`src/rtl/point_display.sv`:
```
`default_nettype none
// point_display: one decimal digit (0-9) with seven-segment decode and a carry out for chaining.
// Define POINT_DISPLAY_ACTIVE_HIGH_EN to drive the segments active-high instead of active-low.
module point_display (
  input  logic       clk,
  input  logic       reset,
  input  logic       upCount,
  output logic [6:0] hex,
  output logic       nextHex
);

  logic [3:0] digit;
  logic [6:0] seg_low;

  // Out-of-range encodings recover to 0 on the next edge, whether or not upCount is set.
  always_ff @(posedge clk or negedge reset) begin
    if (!reset) begin
      digit <= 4'd0;
    end else if (digit > 4'd9) begin
      digit <= 4'd0;
    end else if (upCount) begin
      digit <= (digit == 4'd9) ? 4'd0 : digit + 4'd1;
    end
  end

  // Active-low patterns, bit order g f e d c b a.
  always_comb begin
    seg_low = 7'h40;
    case (digit)
      4'd0:    seg_low = 7'h40;
      4'd1:    seg_low = 7'h79;
      4'd2:    seg_low = 7'h24;
      4'd3:    seg_low = 7'h30;
      4'd4:    seg_low = 7'h19;
      4'd5:    seg_low = 7'h12;
      4'd6:    seg_low = 7'h02;
      4'd7:    seg_low = 7'h78;
      4'd8:    seg_low = 7'h00;
      4'd9:    seg_low = 7'h10;
      default: seg_low = 7'h40;
    endcase
  end

`ifdef POINT_DISPLAY_ACTIVE_HIGH_EN
  assign hex = ~seg_low;
`else
  assign hex = seg_low;
`endif

  assign nextHex = upCount & (digit == 4'd9);

endmodule
`default_nettype wire

```
`config.mk`:
```
export PLATFORM = sky130hd
export DESIGN_NAME = point_display
export DESIGN_NICKNAME = d
export VERILOG_FILES = /design/src/rtl/point_display.sv
export SDC_FILE = /design/constraint.sdc
export NUM_CORES = 1
export LEC_CHECK = 0
export CORE_AREA = 2 2 39 41
export CTS_CLUSTER_DIAMETER = 60
export DETAILED_ROUTE_END_ITERATION = 8
export DIE_AREA = 0 0 41 43
export GPL_TIMING_DRIVEN = 0
export HOLD_SLACK_MARGIN = 0.15
export SYNTH_ARGS = -nofsm -noshare
export SYNTH_HDL_FRONTEND = slang
export SYNTH_SLANG_ARGS = --single-unit
```
`constraint.sdc`:
```
create_clock -name clk -period 1.5 [get_ports clk]
set_input_delay 0.225 -clock clk [delete_from_list [all_inputs] [get_ports clk]]
set_output_delay 0.225 -clock clk [all_outputs]
set_load 0.01 [all_outputs]
```
# Yosys cells after proc, flatten, opt, wreduce, memory -nomap -nowiden
# Memories as Yosys holds them, arrays and structs flattened.
# Cells that the tools add are included.
# word_totals
regBits	4
romBits	112
input_bits	3
memories	1
# classes
add_sub_neg	1
magnitude_cmp	1
n_eq_ne	1
mux	3
n_bitwise	1
n_reduce_logical	1
# mem_list
memory	words	word_bits	rd	rd_ports_with_merged_regs	write_ports	line_no	text
(name not given)	16	7	1	0	0	29	case (digit)
# ops
operator	n
4-bit 2-to-1 mux	3
4-bit by 1-bit adder with 4-bit output (second input constant)	1
4-bit == test (second input constant)	1
4-bit > comparator (second input constant)	1
2-bit nonzero test	1
1-bit bitwise AND	1

# Logic depth before layout (Yosys ltp)
# Gate-level depths: netlist of run 1.
# depth
depth_word	4
mapped_depth	5
ltp_nobuf	5

# Worst setup path after synthesis of run 1
# No wires, ideal clock.
# synth_path
path_kind	reg-to-output
start	register digit[1]
end	output port hex[4]
arrival_time_ps	1174
required_ps	1275
path_slack_ps	101
stages_incl_launch_ff	6
path_buffers	0
cell_sequence	dfrtp_1 > inv_1 > ha_1 > nand2_1 > a21boi_0 > o22ai_1
# synth_via
elab_chain_cells	1
# synth_rtl
element	line_no	text
from (decl)	12	logic [3:0] digit;
from (signal assigned)	22	digit <= (digit == 4'd9) ? 4'd0 : digit + 4'd1;
memory 16 x 7 bit	-	
to (decl)	8	output logic [6:0] hex,
# No other way between the ends.

# Worst setup path after layout of run 1
# layout_path
start	register digit[0]
end	output port hex[4]
# Same word-level chain as after synthesis.

==> results of run 1 <==
-- worst max-delay path, stage by stage (launching register included) --
cell,delay [ns]
dfrtp_2,0.42
buf_6,0.14
ha_4,0.17
nand2_2,0.06
a21boi_2,0.15
o22ai_1,0.08
buf_2,0.14
-- cells in the mapped netlist --
cell      count
nor2_1        6
ha_1          5
dfrtp_1       4
a21oi_1       3
inv_1         3
o22ai_1       3
and3_1        2
buf_2         2
nand2_1       2
a211oi_1      1
a21boi_0      1
a21o_1        1
a221oi_1      1
a221oi_2      1
and2_1        1
and2b_1       1
nand3_1       1
nor2b_1       1
nor3b_1       1
o21ai_0       1
o21bai_1      1
o22a_1        1
xnor2_1       1
-- logic make-up (layout without fill, tap and decap cells) --
kind of cell,Yosys count,after routing,synth area share (%)
xor+xnor,1,1,2.37
flops,4,4,27.1
simple gates,15,15,20.3
compound gates,14,14,27.5
fa+ha+maj,5,5,16.9
buf+inv,5,26,5.76
-- repair_timing --
| action | 4_1_cts | 5_1_grt |
|---|---|---|
| resized for setup | 50 | 9 |
| setup buffers | 5 | 3 |
| endpoints found under the setup margin | 9 | 9 |
| pin swaps | 3 | 4 |
| hold buffers | 0 | 0 |
-- worst paths after layout --
kind,end,depth (start not counted),slack (ns)
max in group asynchronous,digit[1],1,1.13
max reg2reg,digit[1],6,-0.02
min reg2reg,digit[1],2,0.63
max,hex[4],6,-0.11
min,digit[3],1,0.19
min in group clk,digit[1],2,0.63
-- metal layers --
metal	vias up	global-route usage (%)
li1	201	-
met1	193	20.5
met2	19	20.9
met3	2	4.71
met4	0	6.00
met5	-	0
-- metrics by stage --
stage	worst slack [ns]	instance area, µm²	power, µW
2_1_floorplan	0.101	369	755
3_3_place_gp	-0.503	489	1140
3_5_place_dp	-0.491	489	1150
4_1_cts	-0.118	589	1450
5_1_grt	-0.194	637	1770
6_report	-0.114	637	1610
-- power by group through the flow --
stage / Sequential (µW) / Clock [µW] / Combinational [µW]
final: 227 / 134 / 1250
after global routing: 232 / 152 / 1380
after CTS: 224 / 140 / 1090
after detailed placement: 224 / 0 / 924
after global placement: 226 / 0 / 918
after floorplan: 205 / 0 / 550
-- cell type report --
cell class	instances	area, µm²
plain buffers	2	15.0
multi-input cells	35	324
flip-flops and latches	4	104
well taps	16	20.0
inverters	3	13.8
repair buffers	18	138
fillers	139	747
clock buffers	3	22.5
==> impl_metrics.toml, run 1 <==
[global_routing]
grt_max_degree = 11
track_usage_pct = 14.9
grt_pass1_wl_um = 1740
overflow = 0
antenna_found_initial = 0
first_global_vias = 368

[critical_path]
worst-setup-path-type = "flop to output pin"
crit_required_ns = 1.27
cp-start-kind = "flop"
setup.worst_path.start = "digit[0]"
crit_path_end_kind = "output pin"
cp_max_fo = 4
r2r_start = "digit[0]"
arrival_ns = 1.39

[sta]
skew_ns = 0.00237
finalSetupViolations = 8
fmax_mhz = 619
finalWorstSetupSlack_ns = -0.114
hold_viol = 0
report.final.slew_viol_count = 0
tightest_slew_ns = 0.299
slew_headroom_pct = 80.0
hold_ws_ns = 0.191
tns_ns = -0.555
fin_crit_sh_pct = 108
period_needed_ns = 1.61
rsz0062_at_grt = "true"

[logic_synthesis]
yosys.area.top_type = "dfrtp_1"
synth_seq_cells = 4
ys_top_cells_by_area = "dfrtp_1 27%, ha_1 17%, nor2_1 6.1%, o22ai_1 5.1%, a21oi_1 4.1%"
synth_cell_type_count = 23
syn-instance-count = 44
ys_seq_area_share_pct = 27.1
avgSynthCellArea_um2 = 8.39
netlist.area_leader.share_pct = 27.1
synth.net_count = 52
synth_warnings = 0
synth_area_um2 = 369

[drt]
met1Wirelength_um = 483
route.met3.wl_um = 56
drcViolationCount = 0
totalWireLength_um = 1120
top_layer = "met4"
drtAntennaViolNets = 0
dr_wl_met2_um = 565
num_vias = 415
dr.first_iter.drc_count = 6
via_per_inst = 5.12
wl_per_cell_um = 13.8
dr.pass1.iters = 4

[cts]
cts_tree = "yes"
cts.sinks = 4
ctsRootBufferMaster = "clkbuf_4"
path_clk_slew_ns = 0.04
insertion_delay_ns = 0.23
numCtsBuffers = 3
cts_max_level = 1
clock_path_buffers = 2

[placement]
place_congestion = 0.801
dp.cells = 70
dp_hpwl_um = 636
numPortBuffers = 10

[die]
core-area_um2 = 1380
rows = 14
dieHeight_um = 43
initial_core_util_pct = 26.7
ioPinCount = 11
dieArea_um2 = 1760
die_x_um = 41

[final_layout]
antenna_cells = 0
largest_reg_flops = 4
finalCoreUtilization_pct = 46.0
drive_gt1_share_pct = 63.1
layout_commonest_cell = "buf_4"
final_nets = 75
fin_cells = 81
area_delta_synth_final_pct = 72.5
reg_top3 = "digit x4"
regMostFlops = "digit"
final_cell_mix = "7 x buf_4, 6 x nor2_1, 6 x buf_2"

[hold_path]
min_path_type = "input pin to async pin"

[power]
pwr-share-clk_pct = 8.3
power_switching_uw = 716
ir_drop_v = 0.000876
powerDensity_nw_per_um2 = 2530
comb_power_share_pct = 77.6
p_seq_share_pct = 14.1
swShare_pct = 44.4
intPower_uw = 895
p_leak_uw = 0.000285

[flow_run]
maxCapViolCount = 0

[outcome]
status = "complete, but fails checks"
violations = "negative setup slack"
No activity file was read; power rests on OpenSTA's default activity.
==> inputs of run 2 (changes only) <==
--- a/config.mk
+++ b/config.mk
@@ -11,6 +11,8 @@
 export DIE_AREA = 0 0 41 43
 export GPL_TIMING_DRIVEN = 0
 export HOLD_SLACK_MARGIN = 0.15
+export MAX_ROUTING_LAYER = met4
+export SETUP_SLACK_MARGIN = 0.5
 export SYNTH_ARGS = -nofsm -noshare
 export SYNTH_HDL_FRONTEND = slang
 export SYNTH_SLANG_ARGS = --single-unit
==> impl_metrics.toml, run 2 (same netlist as run 1, synthesis figures left out) <==
[power]
p_leak_uw = 0.000314
ir_drop_v = 0.000812
total_power_uw = 1850
powerDensity_nw_per_um2 = 2550

[drt]
dr.pass1.iters = 4
drtAntennaViolNets = 0
dr.first_iter.drc_count = 7
drcViolationCount = 0
totalWireLength_um = 1260
wl_per_cell_um = 14.6
via_per_inst = 5.08
num_vias = 437

[cts]
path_clk_slew_ns = 0.05
cts_max_level = 1
ctsRootBufferMaster = "clkbuf_4"
clock_path_buffers = 2
cts.sinks = 4
cts_tree = "yes"
hold_buffers = 0
insertion_delay_ns = 0.25
numCtsBuffers = 3

[sta]
skew_ns = 0.0108
rsz0062_at_grt = "true"
hold_ws_ns = 0.170
finalSetupViolations = 9
finalWorstSetupSlack_ns = -0.147
fin_crit_sh_pct = 110
period_needed_ns = 1.65
slew_headroom_pct = 80.3
report.final.slew_viol_count = 0
fmax_mhz = 607
hold_viol = 0
tns_ns = -0.652
tightest_slew_ns = 0.295

[hold_path]
min_path_type = "input pin to async pin"

[critical_path]
r2r_cells = 7
worst-setup-path-type = "flop to output pin"
rrSetupSlack_ns = -0.01
max_stage_delay_ns = 0.44
cp-start-kind = "flop"
crit_path_end_kind = "output pin"
cp_max_fo = 4
critPathSlowestCell = "dfrtp_2"
arrival_ns = 1.42
path_cells = "buf_6, ha_4, nand2_2, a21boi_2, o22ai_2, buf_2"
crit_required_ns = 1.27

[die]
dieArea_um2 = 1760
die_x_um = 41
ioPinCount = 11
dieHeight_um = 43
initial_core_util_pct = 26.7
core-area_um2 = 1380
rows = 14

[outcome]
status = "complete, but fails checks"
violations = "negative setup slack"

[final_layout]
reg_top3 = "digit x4"
layout_commonest_cell = "buf_4"
seqCellArea_um2 = 104
drive_gt1_share_pct = 68.6
final_cell_mix = "9 x buf_4, 7 x buf_2, 6 x buf_6, 6 x nor2_1, 5 x ha_4"
area_delta_synth_final_pct = 96.3
regMostFlops = "digit"
final_nets = 79
multi_input_area_um2 = 365
largest_reg_flops = 4
fillers = 117
antenna_cells = 0

[global_routing]
grt_max_degree = 11
first_global_vias = 409
track_usage_pct = 16.1
grt_pass1_wl_um = 1840
overflow = 0
antenna_found_initial = 0

[flow_run]
maxCapViolCount = 0

[placement]
place_congestion = 0.777
numPortBuffers = 10
dp_hpwl_um = 644
## run 2: cell type report
class	instances	share of cell area, %
Buffer	2	2.59
Clock buffer	4	3.63
Inverter	3	2.59
Multi-Input combinational cell	35	50.4
Sequential cell	4	14.3
Tap cell	16	2.76
Timing Repair Buffer	22	23.7
## run 2: path summary, 6_finish.rpt
check,startpoint,end
max,digit[0],hex[4]
min,reset,digit[0]
max reg2reg,digit[1],digit[1]
min reg2reg,digit[3],digit[1]
max in group asynchronous,reset,digit[2]
min in group clk,digit[3],digit[1]
## run 2: power by group
part	internal [µW]	switching, µW	leakage, µW
clock	101	59.7	0.0000150
sequential	164	70.5	0.0000461
combinational	763	690	0.000253
total	1030	820	0.000314
## run 2: metal layers
metal	wire length, µm	vias to the layer above	GRT usage, %
met3	39	3	3.14
met2	686	8	27.5
li1	-	211	-
met5	0	-	-
met1	509	215	16.1
met4	23	0	8.00
## run 2: worst max-delay path, delay by kind of cell, from the launching register on
family | cells | cell delay (ns)
buf+inv | 2 | 0.28
fa+ha+maj | 1 | 0.17
simple gates | 1 | 0.06
flops | 1 | 0.44
compound gates | 2 | 0.22
## run 2: repair_timing
action | CTS | global route
pin swaps | 4 | 7
setup endpoints to repair | 12 | 12
buffers inserted | 9 | 3
resized for setup | 51 | 4
gates cloned | 0 | 0
## run 2: per-stage QoR
stage	setup slack, ns	instance area (µm²)	util [%]	cells
floorplan	0.225	424	-	44
global placement	-0.327	544	39.3	70
detailed placement	-0.327	544	39.3	70
CTS	-0.143	689	49.8	83
global route	-0.181	724	52.4	86
finish	-0.147	724	52.4	86
==> inputs of run 3 (changes only) <==
--- a/config.mk
+++ b/config.mk
@@ -10,7 +10,7 @@
 export DETAILED_ROUTE_END_ITERATION = 8
 export DIE_AREA = 0 0 41 43
 export GPL_TIMING_DRIVEN = 0
-export HOLD_SLACK_MARGIN = 0.15
+export HOLD_SLACK_MARGIN = 0.05
 export MAX_ROUTING_LAYER = met4
 export SETUP_SLACK_MARGIN = 0.5
 export SYNTH_ARGS = -nofsm -noshare
==> constraint.sdc (replaced) <==
create_clock -name clk -period 1.98 [get_ports clk]
set_input_delay 0.297 -clock clk [delete_from_list [all_inputs] [get_ports clk]]
set_output_delay 0.297 -clock clk [all_outputs]
set_load 0.01 [all_outputs]
==> impl_metrics.toml, run 3 (same netlist as run 1, synthesis figures left out) <==
[drt]
wl_per_cell_um = 14.3
via_per_inst = 4.96
dr.pass1.iters = 4
totalWireLength_um = 1190
drtAntennaViolNets = 0
dr.first_iter.drc_count = 10
drcViolationCount = 0
num_vias = 412

[cts]
cts_max_level = 1
path_clk_slew_ns = 0.04
hold_buffers = 0
numCtsBuffers = 3
cts.sinks = 4
insertion_delay_ns = 0.23
cts_tree = "yes"
ctsRootBufferMaster = "clkbuf_4"
clock_path_buffers = 2

[critical_path]
path_cells = "inv_2, ha_4, and3_1, clkdlybuf4s15_2"
cp-start-kind = "flop"
worst-setup-path-type = "flop to output pin"
crit_required_ns = 1.68
arrival_ns = 1.40
max_stage_delay_ns = 0.42
crit_path_end_kind = "output pin"
critPathSlowestCell = "dfrtp_2"
cp_max_fo = 3

[sta]
report.final.slew_viol_count = 0
fin_crit_sh_pct = 85.7
finalSetupViolations = 0
skew_ns = 0.000745
period_needed_ns = 1.70
hold_viol = 0
finalWorstSetupSlack_ns = 0.284
rsz0062_at_grt = "true"
tightest_slew_ns = 0.312
fmax_mhz = 589
slew_headroom_pct = 79.1

[die]
dieHeight_um = 43
die_x_um = 41
rows = 14
core-area_um2 = 1380
initial_core_util_pct = 26.7
dieArea_um2 = 1760
ioPinCount = 11

[final_layout]
largest_reg_flops = 4
fillers = 137
final_nets = 77
antenna_cells = 0
final_area_um2 = 656
reg_top3 = "digit x4"
layout_commonest_cell = "buf_4"
final_cell_mix = "9 x buf_4, 6 x nor2_1, 6 x buf_2"
area_delta_synth_final_pct = 77.6
drive_gt1_share_pct = 61.2
regMostFlops = "digit"

[global_routing]
grt.met2_usage_pct = 21.6
grt_busiest_layer = "met2"
first_global_vias = 379
track_usage_pct = 15.1
grt_use_met1_pct = 20.2
grt_pass1_wl_um = 1750
met3_usage_pct = 3.14
antenna_found_initial = 0
grt_max_degree = 11
overflow = 0

[placement]
dp_hpwl_um = 636
place_ws_ns = -0.0830
place_congestion = 0.812
dpl_cell_area_um2 = 489
numPortBuffers = 10

[flow_run]
maxCapViolCount = 0

[power]
ir_drop_v = 0.000704
p_leak_uw = 0.000296
powerDensity_nw_per_um2 = 1940
total_power_uw = 1270

[hold_path]
min_path_type = "input pin to async pin"

[outcome]
status = "finished clean"
==> run 3: changes by cell type in the layout (fill, tap and decap cells not counted), sizes merged <==
cell	previous run	this run
buf	22	18
clkdlybuf4s15	0	1
==> run 3: worst paths after layout <==
| kind | start | to | slack (ns) | depth (start not counted) |
|---|---|---|---|---|
| min in group clk | digit[3] | digit[1] | 0.63 | 2 |
| hold / removal | reset | digit[2] | 0.27 | 1 |
| setup reg to reg | digit[0] | digit[1] | 0.47 | 6 |
| hold reg to reg | digit[3] | digit[1] | 0.63 | 2 |
| max in group asynchronous | reset | digit[1] | 1.53 | 1 |
| setup / recovery | digit[0] | hex[1] | 0.28 | 4 |
==> run 3: area by class of cell <==
class                      instances  area, µm²  area share (%)
tap                               16       20.0            3.05
clock buffer                       3       22.5            3.44
sequential                         4        103            15.6
inverter                           3       13.8            2.10
timing repair buffer              20        153            23.3
buffer                             2       15.0            2.29
multi-input combinational         35        329            50.2
==> run 3: stage by stage <==
step	std cells	hold slack (ns)	TNS (ns)	utilization, %
final	83	0.265	0	47.4
after global routing	83	0.271	0	47.4
after CTS	79	0.261	0	43.1
after detailed placement	70	0.513	-0.159	35.4
after global placement	70	0.505	-0.154	35.4
after floorplan	44	0.00141	0	-
==> run 3: what timing repair did <==
| item | in CTS | in global routing |
|---|---|---|
| endpoints found under the setup margin | 9 | 10 |
| endpoints found under the hold margin | 0 | 0 |
| setup buffers | 6 | 4 |
| pin swaps | 3 | 5 |
| resized for setup | 50 | 8 |
==> run 3: report_power, final <==
part	switching (µW)	total, µW	internal, µW
registers	46.2	169	123
logic	481	1000	521
clock network	32.9	101	67.8
total	560	1270	712
==> run 3: per-layer routing <==
metal  share of wire (%)  up-vias
met5                   0        -
met4                   0        0
met3                 3.2        0
met2                  50       10
met1                  47      201
li1                    -      201
==> run 3: critical path, delay by kind of cell, from the launching register on <==
kind / cells / cell delay [ns]
flops: 1 / 0.42
buf+inv: 2 / 0.35
simple gates: 1 / 0.18
fa+ha+maj: 1 / 0.22
